File: config.mk
export PLATFORM = sky130hd
export DESIGN_NAME = spi_fifo_sequencer
export DESIGN_NICKNAME = d
export VERILOG_FILES = /design/src/rtl/spi_fifo_sequencer.sv
export SDC_FILE = /design/constraint.sdc
export NUM_CORES = 1
export LEC_CHECK = 0
export BUFFER_PORTS_ARGS = -buffer_cell sky130_fd_sc_hd__buf_4
export CAP_MARGIN = 20
export CORE_UTILIZATION = 45
export CTS_CLUSTER_DIAMETER = 120
export CTS_CLUSTER_SIZE = 25
export DETAILED_ROUTE_END_ITERATION = 16
export PLACE_DENSITY = 0.65
export RECOVER_POWER = 100
export REMOVE_ABC_BUFFERS = 1
export SETUP_SLACK_MARGIN = 0.1
export SLEW_MARGIN = 40
export SYNTH_ARGS = -nofsm -noshare
export SYNTH_HDL_FRONTEND = slang
export SYNTH_SLANG_ARGS = --single-unit
File: constraint.sdc
create_clock -name Clock -period 3.3 [get_ports Clock]
set_input_delay 0.165 -clock Clock [delete_from_list [all_inputs] [get_ports Clock]]
set_output_delay 0.165 -clock Clock [all_outputs]
set_load 0.005 [all_outputs]
File: src/rtl/spi_fifo_sequencer.sv
// SPI mode-0 master that drains a TX FIFO word by word, shifts each word out MSB first
// and pushes the word captured from MISO into an RX FIFO. All outputs come straight from flops.
module spi_fifo_sequencer #(
  parameter int WIDTH  = 32,
  parameter int DIV    = 4,
  parameter int CS_GAP = 2
) (
  input  logic             Clock,
  input  logic             ResetN,
  input  logic             Enable,
  input  logic             Burst,
  input  logic             ClearOV,
  input  logic [WIDTH-1:0] TxData,
  input  logic             TxEmpty,
  output logic             TxRead,
  output logic [WIDTH-1:0] RxData,
  input  logic             RxFull,
  output logic             RxWrite,
  output logic             SCLK,
  output logic             MOSI,
  input  logic             MISO,
  output logic             CS_n,
  output logic             Busy,
  output logic             Done,
  output logic             RxOverrun
);

  localparam int CW = 16;
  localparam int BW = $clog2(WIDTH + 1);
  localparam logic [CW-1:0] DIV_LAST = CW'(DIV - 1);
  localparam logic [CW-1:0] GAP_LAST = CW'(CS_GAP - 1);
  localparam logic [CW-1:0] CNT_ZERO = {CW{1'b0}};
  localparam logic [CW-1:0] CNT_ONE  = CW'(1);
  localparam logic [BW-1:0] BIT_ZERO = {BW{1'b0}};
  localparam logic [BW-1:0] BIT_ONE  = BW'(1);
  localparam logic [BW-1:0] BIT_LAST = BW'(WIDTH);

  typedef enum logic [2:0] {
    S_IDLE  = 3'd0,
    S_FETCH = 3'd1,
    S_LOAD  = 3'd2,
    S_SETUP = 3'd3,
    S_SHIFT = 3'd4,
    S_HOLD  = 3'd5,
    S_PUSH  = 3'd6,
    S_GAP   = 3'd7
  } state_e;

  state_e           state_q, state_d;
  logic [CW-1:0]    cnt_q, cnt_d;
  logic [BW-1:0]    bit_q, bit_d;
  logic [WIDTH-1:0] tx_q, tx_d;
  logic [WIDTH-1:0] rx_q, rx_d;
  logic [WIDTH-1:0] rx_data_q, rx_data_d;
  logic             sclk_q, sclk_d;
  logic             cs_n_q, cs_n_d;
  logic             tx_read_q, tx_read_d;
  logic             rx_write_q, rx_write_d;
  logic             busy_q, busy_d;
  logic             done_q, done_d;
  logic             overrun_q, overrun_d;

  // Next-state and next-output logic; outputs are decided one edge ahead so they can be registered.
  always_comb begin
    state_d    = state_q;
    cnt_d      = cnt_q;
    bit_d      = bit_q;
    tx_d       = tx_q;
    rx_d       = rx_q;
    rx_data_d  = rx_data_q;
    sclk_d     = sclk_q;
    tx_read_d  = 1'b0;
    rx_write_d = 1'b0;
    done_d     = 1'b0;

    case (state_q)
      S_IDLE: begin
        if (Enable && !TxEmpty) begin
          state_d   = S_FETCH;
          tx_read_d = 1'b1;
        end else begin
          state_d = S_IDLE;
        end
      end
      S_FETCH: state_d = S_LOAD;
      S_LOAD: begin
        state_d = S_SETUP;
        cnt_d   = DIV_LAST;
        tx_d    = TxData;
      end
      S_SETUP: begin
        if (cnt_q == CNT_ZERO) begin
          state_d = S_SHIFT;
          cnt_d   = DIV_LAST;
          bit_d   = BIT_ZERO;
          sclk_d  = 1'b1;
          rx_d    = {rx_q[WIDTH-2:0], MISO};
        end else begin
          cnt_d = cnt_q - CNT_ONE;
        end
      end
      S_SHIFT: begin
        // Each half-period lasts DIV cycles; the word ends after the low phase following the last fall.
        if (cnt_q != CNT_ZERO) begin
          cnt_d = cnt_q - CNT_ONE;
        end else if (sclk_q) begin
          sclk_d = 1'b0;
          tx_d   = {tx_q[WIDTH-2:0], 1'b0};
          bit_d  = bit_q + BIT_ONE;
          cnt_d  = DIV_LAST;
        end else if (bit_q == BIT_LAST) begin
          state_d = S_HOLD;
          cnt_d   = DIV_LAST;
        end else begin
          sclk_d = 1'b1;
          rx_d   = {rx_q[WIDTH-2:0], MISO};
          cnt_d  = DIV_LAST;
        end
      end
      S_HOLD: begin
        if (cnt_q == CNT_ZERO) begin
          state_d    = S_PUSH;
          rx_data_d  = rx_q;
          done_d     = 1'b1;
          rx_write_d = !RxFull;
        end else begin
          cnt_d = cnt_q - CNT_ONE;
        end
      end
      S_PUSH: begin
        if (Burst && Enable && !TxEmpty) begin
          state_d   = S_FETCH;
          tx_read_d = 1'b1;
        end else begin
          state_d = S_GAP;
          cnt_d   = GAP_LAST;
        end
      end
      S_GAP: begin
        if (cnt_q == CNT_ZERO) begin
          state_d = S_IDLE;
        end else begin
          cnt_d = cnt_q - CNT_ONE;
        end
      end
      default: begin
        state_d = S_IDLE;
      end
    endcase

    // A FETCH keeps whatever CS_n level it inherits: high from IDLE/GAP, low inside a burst.
    case (state_d)
      S_IDLE, S_GAP: cs_n_d = 1'b1;
      S_FETCH:       cs_n_d = cs_n_q;
      default:       cs_n_d = 1'b0;
    endcase

    busy_d = (state_d != S_IDLE);

    if (state_q == S_PUSH && !rx_write_q) begin
      overrun_d = 1'b1;
    end else if (ClearOV) begin
      overrun_d = 1'b0;
    end else begin
      overrun_d = overrun_q;
    end
  end

  // State and output registers with synchronous active-low reset.
  always_ff @(posedge Clock) begin
    if (!ResetN) begin
      state_q    <= S_IDLE;
      cnt_q      <= CNT_ZERO;
      bit_q      <= BIT_ZERO;
      tx_q       <= {WIDTH{1'b0}};
      rx_q       <= {WIDTH{1'b0}};
      rx_data_q  <= {WIDTH{1'b0}};
      sclk_q     <= 1'b0;
      cs_n_q     <= 1'b1;
      tx_read_q  <= 1'b0;
      rx_write_q <= 1'b0;
      busy_q     <= 1'b0;
      done_q     <= 1'b0;
      overrun_q  <= 1'b0;
    end else begin
      state_q    <= state_d;
      cnt_q      <= cnt_d;
      bit_q      <= bit_d;
      tx_q       <= tx_d;
      rx_q       <= rx_d;
      rx_data_q  <= rx_data_d;
      sclk_q     <= sclk_d;
      cs_n_q     <= cs_n_d;
      tx_read_q  <= tx_read_d;
      rx_write_q <= rx_write_d;
      busy_q     <= busy_d;
      done_q     <= done_d;
      overrun_q  <= overrun_d;
    end
  end

  assign TxRead    = tx_read_q;
  assign RxWrite   = rx_write_q;
  assign RxData    = rx_data_q;
  assign SCLK      = sclk_q;
  assign MOSI      = tx_q[WIDTH-1];
  assign CS_n      = cs_n_q;
  assign Busy      = busy_q;
  assign Done      = done_q;
  assign RxOverrun = overrun_q;

endmodule
==> Word level (Yosys, flattened, before mapping) <==
Index checks and enable logic that the tools add are counted.
{ "word_totals": {"ff_bits": 128, "latchBits": 0, "ram_bits": 0, "mem_bits_ro": 0, "in_bits": 40, "word_cells": 96, "n_memories": 0} }
{ "classes": {"addsub": 2, "n_mul": 0, "div": 0, "order_cmp": 0, "eq_ne": 17, "shifts": 0, "muxes": 38, "n_bitwise": 0, "reduce_logical": 26} }
{ "op_table": {"columns": ["op", "count"], "rows": [
  ["two-way mux 32 bit", 6],
  ["one-hot mux 32 bit (2 select lines)", 2],
  ["one-hot mux 16 bit (5 select lines)", 1],
  ["two-way mux 16 bit", 4],
  ["one-hot mux 3 bit (8 select lines)", 1],
  ["two-way mux 3 bit", 7],
  ["two-way mux 6 bit", 3],
  ["zero test 16 bit", 1],
  ["nonzero test 16 bit", 1],
  ["subtractor 16 x 1 -> 16 bit (second input constant)", 1],
  ["== test 3 bit (second input constant)", 5],
  ["!= test 2 bit (second input constant)", 7],
  ["one-hot mux 6 bit (2 select lines)", 1],
  ["AND reduction 3 bit", 4],
  ["two-way mux 1 bit", 10],
  ["adder 6 x 1 -> 6 bit (second input constant)", 1],
  ["== test 3 x 1 -> 1 bit (second input constant)", 2],
  ["== test 3 x 2 -> 1 bit (second input constant)", 2],
  ["== test 6 bit (second input constant)", 1],
  ["zero test 3 bit", 2],
  ["one-hot mux 1 bit (2 select lines)", 3],
  ["nonzero test 2 bit", 3],
  ["AND reduction 5 bit", 1],
  ["nonzero test 5 bit", 1],
  ["6 further kinds", 13]
]} }

==> Longest topological paths before layout <==
Gate-level depths: netlist of the first run.
{ "depth": {"ltp_word": 8, "depth_mapped": 10} }

==> Worst setup path after synthesis of the first run <==
Ideal clock, no wire load.
{ "synth_path": {"path_kind": "register -> register", "start": "reg cnt_q[0]", "end": "reg cnt_q[3]", "setup_ns": 0.070, "arrival_ns": 1.856, "slack_ns": 1.374, "stages_incl_launch_ff": 9, "period_less_slack_ns": 1.926, "cell_sequence": "dfxtp_1 inv_1 ha_1 nor3b_1 and4_1 buf_4 a21o_1 or4_1 a21oi_1"} }
{ "synth_between": {"elab_chain_len": 3, "elab_cells_between_ends": 9, "cone_classes": "add/sub (1); eq/ne (1); mux (4); reduce/logical (3)"} }
{ "synth_rtl": {"columns": ["element", "line_no", "source"], "rows": [
  ["start: declaration", "50", "logic [CW-1:0] cnt_q, cnt_d;"],
  ["start signal: assignment", "187", "cnt_q <= cnt_d;"],
  ["subtractor 16 x 1 -> 16 bit (tied with other cells)", null, null],
  ["two-way mux 16 bit (tied with other cells)", "121, 140", null],
  ["one-hot mux 16 bit (5 select lines) / AND reduction 3 bit (equally long branches)", null, null]
]} }
Parallel ways exist; a longest one is shown, timed or not. The select of a mux whose other input is x is not followed.
A chain may end at the register's enable or synchronous reset.

==> Final worst setup path of the first run <==
{ "layout_path": {"start": "reg cnt_q[2]", "end": "reg tx_q[19]"} }
{ "layout_between": {"elab_chain_len": 3} }
{ "layout_rtl": {"columns": ["element", "line_no", "source"], "rows": [
  ["nonzero test 16 bit", "104", "if (cnt_q != CNT_ZERO) begin"],
  ["!= test 2 bit (no source line)", null, null],
  ["AND reduction 3 bit (no source line)", null, null],
  ["end signal: assignment", "175", "tx_q <= {WIDTH{1'b0}};"],
  ["end signal: assignment", "189", "tx_q <= tx_d;"],
  ["end: declaration", "52", "logic [WIDTH-1:0] tx_q, tx_d;"]
]} }
No other way between the ends.

==> results.sh, run 1 <==
export IMPL_clk_latency_ns=0.42
export IMPL_whs_ns=0.0465
export IMPL_grt_pass1_vias=4225
export IMPL_wirelength_mm=12.0
export IMPL_cts_tree="done"
export IMPL_skew_ns=0.00787
export IMPL_layout_min_cycle_time_ns=2.75
export IMPL_antenna_found_initial=0
export IMPL_synth_cells=606
export IMPL_status="completed"
export IMPL_coreArea_um2=12100
export IMPL_power_mw=5.92
export IMPL_hp_class="primary input to flip-flop"
export IMPL_internal_power_mw=3.69
export IMPL_ys_seq_elements=128
export IMPL_drc=0
export IMPL_startpoint_type="flip-flop"
export IMPL_swShare_pct=37.7
export IMPL_ioPinCount=80
export IMPL_place_ws_ns=0.784
export IMPL_ctsResizeCount=0
export IMPL_finalCritPeriodShare_pct=83.4
export IMPL_synth_top_family_by_area="compound AO/OA/AOI/OAI gates"
export IMPL_critPathSlowestCell="nor4_4"
export IMPL_yosysWarnings=0
export IMPL_die_y_um=113
export IMPL_dpl_cell_count=818
export IMPL_relSlewSlack_pct=23.8
export IMPL_yosys_top_cells_area="dfxtp_1 (46%), mux2i_1 (11%), a21oi_1 (7.0%)"
export IMPL_synthArstFlopShare_pct=0
export IMPL_overflow=0
export IMPL_crit_required_ns=3.62
export IMPL_setup_viol=0
export IMPL_fmax_ghz=0.363
export IMPL_floorplan_initialDensity_pct=46.2
export IMPL_p_comb_share_pct=36.1
export IMPL_cp_buffers_inverters=2
export IMPL_syn_to_final_growth_pct=20.5
export IMPL_synth_top_area_share_pct=46.0
export IMPL_seq_power_share_pct=34.9
export IMPL_post_route_cell_area_um2=6720
export IMPL_clkPwrFrac_pct=29.0
export IMPL_irDropWorstVdd_v=0.000536
export IMPL_nets=715
export IMPL_grtUsageTotal_pct=19.8
export IMPL_critPathMaxFanout=21
export IMPL_syn_cell_area_um2=5570
export IMPL_dieArea_um2=12800
export IMPL_n_antenna_cell=0
export IMPL_setup_slack_ns=0.548
export IMPL_final_cell_mix="dfxtp_1 (128), nand2_1 (83), a21oi_1 (78), mux2i_1 (63), nor2_1 (54)"
export IMPL_path_class="flip-flop to flip-flop"
export IMPL_drt_iter0_drc=249
export IMPL_dp_hpwl_mm=7.52
export IMPL_die_width_um=113
export IMPL_ys_types=51
export IMPL_tns_ns=0
export IMPL_num_rows=40
export IMPL_synthSimpleGateAreaFrac_pct=16.3
export IMPL_postRouteAntennaNets=0
export IMPL_yosys_area_top_type="dfxtp_1"
export IMPL_drv_cap=0
export IMPL_post_route_util_pct=55.7
export IMPL_report_final_slew_viol_count=0
export IMPL_place_area_um2=6240
export IMPL_dr_pass1_iters=4
export IMPL_path_cells="nor4_4, nand4_1, o22ai_2, buf_4, clkbuf_2, a21oi_1, a211oi_1"
export IMPL_cp_arrival_ns=3.08
export IMPL_finalHoldViolations=0
export IMPL_vias_per_cell=5.28
export IMPL_leakage_nw=2.90
export IMPL_final_common_cell="dfxtp_1"
export IMPL_synth_edf_count=0
export IMPL_htree_num_levels=4
export IMPL_gp_congestion=0.783
export IMPL_cpLargestDelayFamily="simple AND/OR/NAND/NOR gates"
export IMPL_synth_fa_ha_area_share_pct=0.898
export IMPL_synth_ff_type="dfxtp_1"
export IMPL_syn_avg_cell_area_um2=9.20
export IMPL_cts_setup_buffers=0
export IMPL_synth_mux_area_share_pct=11.3
export IMPL_ys_seq_area_share_pct=46.0
export IMPL_worst_pin_slew_ns=1.13
export IMPL_clockBufferDepth=2
export IMPL_ctsHoldBuffers=2
export IMPL_cts_buffers_inserted=17
export IMPL_synth_compound_area_share_pct=18.5
export IMPL_p_sw_mw=2.23
export IMPL_io_buffers=79
export IMPL_final_layout_size_suffix_gt1_share_pct=19.9
export IMPL_rsz0062_at_grt="false"
export IMPL_grt_max_degree=78
export IMPL_grt_pass1_wl_mm=20.0
export IMPL_clock_sinks=128
export IMPL_via_count=4501
export IMPL_clkTransAtPathRegs_ns=0.06
export IMPL_root_buffer="clkbuf_16"
export IMPL_critPathCaptureType="flip-flop"
export IMPL_synth_xor_area_share_pct=2.04
export IMPL_stdcell_count=852
export IMPL_slowest_delay_ns=0.57
export IMPL_power_density_nw_per_um2=881
export IMPL_wire_per_inst_um=14.0
[power groups by stage]
stage | sequential [mW] | clock (mW) | combinational [mW]
2_1_floorplan | 2.04 | 0 | 1.68
6_report | 2.07 | 1.72 | 2.14
3_5_place_dp | 2.09 | 0 | 2.23
3_3_place_gp | 2.08 | 0 | 2.18
4_1_cts | 2.06 | 1.76 | 2.24
5_1_grt | 2.11 | 1.85 | 2.37
[cell type report]
cell class / instances / area [µm²]
tap: 168 / 210
inverter: 9 / 35.0
timing repair buffer: 92 / 679
clock inverter: 13 / 116
sequential: 128 / 2560
multi-input combinational: 423 / 2680
clock buffer: 19 / 433
fill: 1134 / 5340
[worst register-to-register path, cell delays in order, from the launching register on]
cell	delay, ns
dfxtp_1	0.37
nor4_4	0.57
nand4_1	0.48
o22ai_2	0.22
buf_4	0.22
clkbuf_2	0.41
a21oi_1	0.13
a211oi_1	0.25
[registers in the layout (all words and copies together), names as in the netlist, 3 cells and up]
signal,count
cnt_q,16
tx_q,32
RxData,32
state_q,3
rx_q,32
bit_q,6
[worst paths after layout]
path | to | slack, ns | cells after the start | startpoint
max | tx_q[19]$_SDFFE_PN0P_ | 0.55 | 7 | cnt_q[2]$_SDFFE_PN0P_
max reg2reg | tx_q[19]$_SDFFE_PN0P_ | 0.55 | 7 | cnt_q[2]$_SDFFE_PN0P_
min | tx_q[0]$_SDFFE_PN0P_ | 0.05 | 2 | ResetN
min reg2reg | RxData[8]$_SDFFE_PN0P_ | 0.45 | 2 | RxData[8]$_SDFFE_PN0P_
[synth_stat cells (all sizes together) (2+ instances only)]
| cell type | number |
|---|---|
| o31ai | 4 |
| nor3b | 3 |
| a211oi | 40 |
| or2 | 3 |
| nand4 | 6 |
| o22ai | 3 |
| nor3 | 6 |
| inv | 8 |
| buf | 23 |
| or4 | 3 |
| nand3b | 3 |
| nand3 | 12 |
| and3 | 3 |
| o21ai | 11 |
| nor2 | 54 |
| mux2i | 63 |
| o221ai | 2 |
| o211ai | 3 |
| nor4 | 3 |
| clkbuf | 23 |
| dfxtp | 128 |
| or3 | 2 |
| ha | 4 |
| o21a | 2 |
| xor2 | 4 |
| a21o | 3 |
| a21oi | 78 |
| xnor2 | 9 |
| nor4b | 2 |
| and2 | 5 |
| nand2 | 83 |
[metal layers]
layer | GRT usage, % | vias up | wire length [µm]
met5 | 0 | - | 0
met4 | 7.28 | 0 | 202
met3 | 6.64 | 16 | 578
met2 | 32.2 | 96 | 5670
met1 | 24.2 | 2126 | 5520
li1 | - | 2263 | -
[cells by family after synthesis]
logic type | count (synthesis)
simple gates | 193
xor+xnor | 13
buf+inv | 55
flops | 128
mux | 63
compound gates | 150
fa+ha+maj | 4
Power figures use the tool's default switching activity.
==> inputs of run 2 (changes only) <==
- PLACE_DENSITY: 0.65 -> 0.68
- clock period: 3.3 -> 2.3 ns (I/O delays scaled with it)
==> run 2 against run 1 <==
  * Setup slack got worse by 0.37 ns
  * Clock skew increased by 0.0017 ns
  * Non-clock buffer count increased by 13
  * Critical path type unchanged
==> results.sh, run 2 (synthesis results as in run 1) <==
export IMPL_root_buffer="clkbuf_16"
export IMPL_overflow=0
export IMPL_dp_hpwl_mm=7.69
export IMPL_place_ws_ns=0.149
export IMPL_worst_pin_slew_ns=0.539
export IMPL_setup_viol=0
export IMPL_whs_ns=0.0215
export IMPL_io_buffers=79
export IMPL_num_rows=40
export IMPL_drt_iter0_drc=240
export IMPL_skew_ns=0.00955
export IMPL_stdcell_count=865
export IMPL_vias_per_cell=5.18
export IMPL_irDropWorstVdd_v=0.000680
export IMPL_coreArea_um2=12100
export IMPL_p_sw_mw=3.32
export IMPL_final_layout_size_suffix_gt1_share_pct=20.1
export IMPL_seq_power_share_pct=31.6
export IMPL_htree_num_levels=4
export IMPL_clockBufferDepth=2
export IMPL_fmax_ghz=0.471
export IMPL_postRouteAntennaNets=0
export IMPL_finalHoldViolations=0
export IMPL_syn_to_final_growth_pct=23.6
export IMPL_die_width_um=113
export IMPL_critPathCaptureType="flip-flop"
export IMPL_dr_pass1_iters=4
export IMPL_tns_ns=0
export IMPL_path_class="flip-flop to flip-flop"
export IMPL_ff_latch_area_um2=2570
export IMPL_ioPinCount=80
export IMPL_dpl_cell_count=830
export IMPL_grt_max_degree=107
export IMPL_multi_input_comb_area_um2=2650
export IMPL_swShare_pct=36.1
export IMPL_startpoint_type="flip-flop"
export IMPL_clkPwrFrac_pct=31.2
export IMPL_cts_buffers_inserted=17
export IMPL_clock_sinks=128
export IMPL_finalCritPeriodShare_pct=92.3
export IMPL_gp_congestion=0.869
export IMPL_cts_tree="done"
export IMPL_internal_power_mw=5.88
export IMPL_drc=0
export IMPL_antenna_found_initial=0
export IMPL_nets=728
export IMPL_fillers=1087
export IMPL_via_count=4482
export IMPL_cp_arrival_ns=2.46
export IMPL_power_mw=9.20
export IMPL_setup_slack_ns=0.177
export IMPL_relSlewSlack_pct=64.1
export IMPL_hp_class="primary input to flip-flop"
export IMPL_report_final_slew_viol_count=0
export IMPL_p_comb_share_pct=37.1
export IMPL_rsz0062_at_grt="false"
export IMPL_die_y_um=113
export IMPL_leakage_nw=3.00
export IMPL_wirelength_mm=12.1
export IMPL_floorplan_initialDensity_pct=46.2
export IMPL_drv_cap=0
export IMPL_grt_pass1_vias=4337
export IMPL_critPathMaxFanout=14
export IMPL_status="completed"
export IMPL_final_common_cell="dfxtp_1"
export IMPL_layout_min_cycle_time_ns=2.12
export IMPL_crit_required_ns=2.64
export IMPL_clkTransAtPathRegs_ns=0.06
export IMPL_grtUsageTotal_pct=19.8
export IMPL_n_antenna_cell=0
export IMPL_power_density_nw_per_um2=1340
export IMPL_final_cell_mix="dfxtp_1 (127), nand2_1 (83), a21oi_1 (78), mux2i_1 (63), nor2_1 (54)"
export IMPL_clk_latency_ns=0.41
export IMPL_wire_per_inst_um=14.0
export IMPL_dieArea_um2=12800
export IMPL_grt_pass1_wl_mm=20.2
## run 2: changes by cell type in the layout (fill, tap and decap cells not counted), moves of 2 or more
| cell | before | now |
|---|---|---|
| a211oi_1 | 27 | 34 |
| a211oi_2 | 13 | 6 |
| buf_12 | 1 | 3 |
| buf_4 | 47 | 53 |
| bufinv_16 | 1 | 4 |
| clkbuf_1 | 9 | 11 |
| clkinv_2 | 5 | 2 |
| clkinv_4 | 4 | 2 |
| inv_6 | 1 | 4 |
## run 2: worst max-delay path: stages (launching register included)
cell     delay [ns]
dfxtp_4        0.37
inv_1          0.07
ha_1           0.20
nor3b_2        0.16
and4_1         0.23
buf_4          0.19
a21o_1         0.25
or4_1          0.42
a21oi_1        0.15
## run 2: metrics by stage
| step | cell area, µm² | utilization [%] |
|---|---|---|
| floorplan | 5330 | - |
| global placement | 6380 | 52.9 |
| detailed placement | 6380 | 52.9 |
| CTS | 7030 | 58.3 |
| global route | 6890 | 57.1 |
| finish | 6890 | 57.1 |
## run 2: worst paths after layout
check | start | endpoint | slack (ns) | cells after the start
max | cnt_q[0]$_SDFFE_PN0P_ | cnt_q[3]$_SDFFE_PN0P_ | 0.18 | 8
min | ClearOV | RxOverrun$_SDFFE_PN0P_ | 0.02 | 4
max reg2reg | cnt_q[0]$_SDFFE_PN0P_ | cnt_q[3]$_SDFFE_PN0P_ | 0.18 | 8
min reg2reg | RxData[18]$_SDFFE_PN0P_ | RxData[18]$_SDFFE_PN0P_ | 0.45 | 2
## run 2: area by class of cell
cell class,count,area share (%)
Clock inverter,14,2.96
Tap cell,168,3.05
Multi-Input combinational cell,423,38.4
Clock buffer,18,6.23
Sequential cell,128,37.2
Timing Repair Buffer,105,11.6
Inverter,9,0.508
## run 2: power groups by stage
stage	sequential (mW)	combinational [mW]	clock, mW
after floorplan	2.92	2.41	0
after global placement	2.92	3.51	0
after detailed placement	2.94	3.58	0
after CTS	2.90	3.62	2.93
after global routing	2.96	3.75	3.04
final	2.91	3.42	2.87
## run 2: per-layer routing
metal	global-route usage, %	share of wire (%)
met1	24.5	47
met2	32.6	47
met3	5.89	4.6
met4	6.93	1.2
met5	0	0
## run 2: what timing repair did
action                     in CTS  in global routing
hold endpoints to repair        2                  1
resized for setup               0                  5
setup endpoints to repair       0                 20
hold buffers                    2                  1
buffers inserted                0                  0
==> inputs of run 3 (changes only) <==
- CORE_ASPECT_RATIO: not set -> 1.25
- PLACE_DENSITY: 0.68 -> 0.78
==> run 3 against run 2 <==
  * Clock power fell by 8.7%
  * Maximum frequency shrank 1.6%
  * First-iteration DRC count is 15% lower
  * Worst hold slack improved by 0.0010 ns
  * Clock-buffer cell count rose by 1
  * Core utilization grew 0.51 points
  * Design area increased by 1.3%
  * Critical path depth increased by 1
  * Die area hardly changed
  * Sequential share of layout area down 0.51 points
  * Setup slack got worse by 0.034 ns
  * Clock skew rose by 0.00091 ns
==> results.sh, run 3 (synthesis results as in run 1) <==
export IMPL_cp_arrival_ns=2.44
export IMPL_die_width_um=102
export IMPL_grt_max_degree=107
export IMPL_overflow=0
export IMPL_coreArea_um2=12100
export IMPL_num_rows=45
export IMPL_path_class="flip-flop to flip-flop"
export IMPL_ioPinCount=80
export IMPL_whs_path_depth=2
export IMPL_die_y_um=126
export IMPL_clk_latency_ns=0.41
export IMPL_power_mw=9.36
export IMPL_hp_class="primary input to flip-flop"
export IMPL_worst_pin_slew_ns=0.548
export IMPL_postRouteAntennaNets=0
export IMPL_setup_viol=0
export IMPL_final_common_cell="dfxtp_1"
export IMPL_grt_pass1_vias=4542
export IMPL_rsz0062_at_grt="true"
export IMPL_status="completed"
export IMPL_critPathMaxFanout=19
export IMPL_final_layout_size_suffix_gt1_share_pct=23.1
export IMPL_relSlewSlack_pct=63.2
export IMPL_critPathCaptureType="flip-flop"
export IMPL_top_layer_used="met4"
export IMPL_cts_tree="done"
export IMPL_dr_pass1_iters=4
export IMPL_stdcell_count=861
export IMPL_finalHoldViolations=0
export IMPL_dp_hpwl_mm=7.94
export IMPL_clkTransAtPathRegs_ns=0.06
export IMPL_r2r_slack_ns=0.14
export IMPL_r2r_cells=9
export IMPL_r2r_end="rx_q[7]$_SDFFE_PN0P_"
export IMPL_wirelength_mm=12.7
export IMPL_irDropWorstVdd_v=0.000950
export IMPL_antenna_found_initial=0
export IMPL_clockBufferDepth=2
export IMPL_dieArea_um2=12800
export IMPL_post_route_util_pct=57.6
export IMPL_grt_pass1_wl_mm=20.9
export IMPL_syn_to_final_growth_pct=25.2
export IMPL_grtUsageTotal_pct=20.5
export IMPL_met3_length_um=647
export IMPL_final_cell_mix="dfxtp_1 (128), nand2_1 (83), a21oi_1 (78), mux2i_1 (63), buf_4 (56)"
export IMPL_dpl_cell_count=825
export IMPL_drc=0
export IMPL_report_final_slew_viol_count=0
export IMPL_clock_sinks=128
export IMPL_fmax_ghz=0.464
export IMPL_crit_required_ns=2.59
export IMPL_drt_iter0_drc=204
export IMPL_met1_length_mm=5.46
export IMPL_wire_per_inst_um=14.8
export IMPL_power_density_nw_per_um2=1340
export IMPL_gp_congestion=0.836
export IMPL_n_antenna_cell=0
export IMPL_root_buffer="clkbuf_16"
export IMPL_cts_buffers_inserted=17
export IMPL_nets=728
export IMPL_critPathSlowestCell="dfxtp_1"
export IMPL_floorplan_initialDensity_pct=46.0
export IMPL_whs_ns=0.0225
export IMPL_drv_cap=0
export IMPL_skew_ns=0.0105
export IMPL_slowest_delay_ns=0.45
export IMPL_startpoint_type="flip-flop"
export IMPL_hold_start="ResetN"
export IMPL_finalCritPeriodShare_pct=93.8
export IMPL_leakage_nw=3.03
export IMPL_layout_min_cycle_time_ns=2.16
export IMPL_via_count=4690
export IMPL_vias_per_cell=5.45
export IMPL_rr_startpoint="cnt_q[0]$_SDFFE_PN0P_"
export IMPL_htree_num_levels=4
export IMPL_fillers=1026
export IMPL_hold_path_end="tx_q[0]$_SDFFE_PN0P_"
export IMPL_wl_met2_mm=6.30
export IMPL_io_buffers=79
export IMPL_path_cells="inv_1, ha_1, nor3b_4, and4_1, buf_12, o21ai_4, clkbuf_16, mux2i_1, nor2_1"
run 3: changes by cell type in the layout (fill, tap and decap cells not counted), sizes merged:
cell and change:
dlygate4sd3 -1, clkbuf -2, clkinv +5, clkinvlp -1, inv -3, bufinv -2, buf +4
run 3: layer usage:
layer / vias up / track usage [%]
li1: 2301 / -
met1: 2239 / 24.4
met2: 126 / 33.9
met3: 24 / 5.90
met4: 0 / 9.38
met5: - / 0
run 3: how the worst max path moves through the flow:
stage	start	cells past startpoint	endpoint	slack [ns]
floorplan	state_q[0]$_SDFF_PN0_	5	rx_q[0]$_SDFFE_PN0P_	-1.27
global placement	cnt_q[0]$_SDFFE_PN0P_	9	RxData[25]$_SDFFE_PN0P_	0.30
detailed placement	cnt_q[0]$_SDFFE_PN0P_	9	RxData[1]$_SDFFE_PN0P_	0.16
CTS	cnt_q[0]$_SDFFE_PN0P_	9	rx_q[8]$_SDFFE_PN0P_	0.13
global route	cnt_q[2]$_SDFFE_PN0P_	7	tx_q[26]$_SDFFE_PN0P_	0.06
finish	cnt_q[0]$_SDFFE_PN0P_	9	rx_q[7]$_SDFFE_PN0P_	0.14
run 3: report_power, final:
group | internal, mW | switching (mW)
Sequential | 2.60 | 0.316
Clock | 1.62 | 1.00
Combinational | 1.71 | 2.11
run 3: layout make-up:
type	instances	area, µm²	share of cell area (%)
Timing Repair Buffer	105	860	12.3
Clock buffer	19	443	6.35
Clock inverter	13	136	1.95
Inverter	9	35.0	0.502
Tap cell	164	205	2.94
Multi-Input combinational cell	423	2740	39.2
Sequential cell	128	2560	36.7
run 3: stage by stage:
step	TNS, ns	area [µm²]	setup slack [ns]
after floorplan	-82.26	5330	-1.27
after global placement	0	6350	0.300
after detailed placement	0	6350	0.161
after CTS	0	6960	0.135
after global routing	0	6980	0.0595
final	0	6980	0.143
run 3: worst max-delay path: cells and delay by family (launching register included):
kind,cells,cell delay [ns]
muxes,1,0.23
AOI/OAI and AO/OA,1,0.11
buffers and inverters,3,0.55
adders and majority gates,1,0.22
and+or+nand+nor,3,0.47
DFF,1,0.45
run 3: what timing repair did:
item,4_1_cts,5_1_grt
pin swaps,0,0
buffers inserted,0,0
cloned,0,2
hold buffers,2,0
gates resized for setup,1,5
endpoints found under the setup margin,1,57
endpoints found under the hold margin,2,0
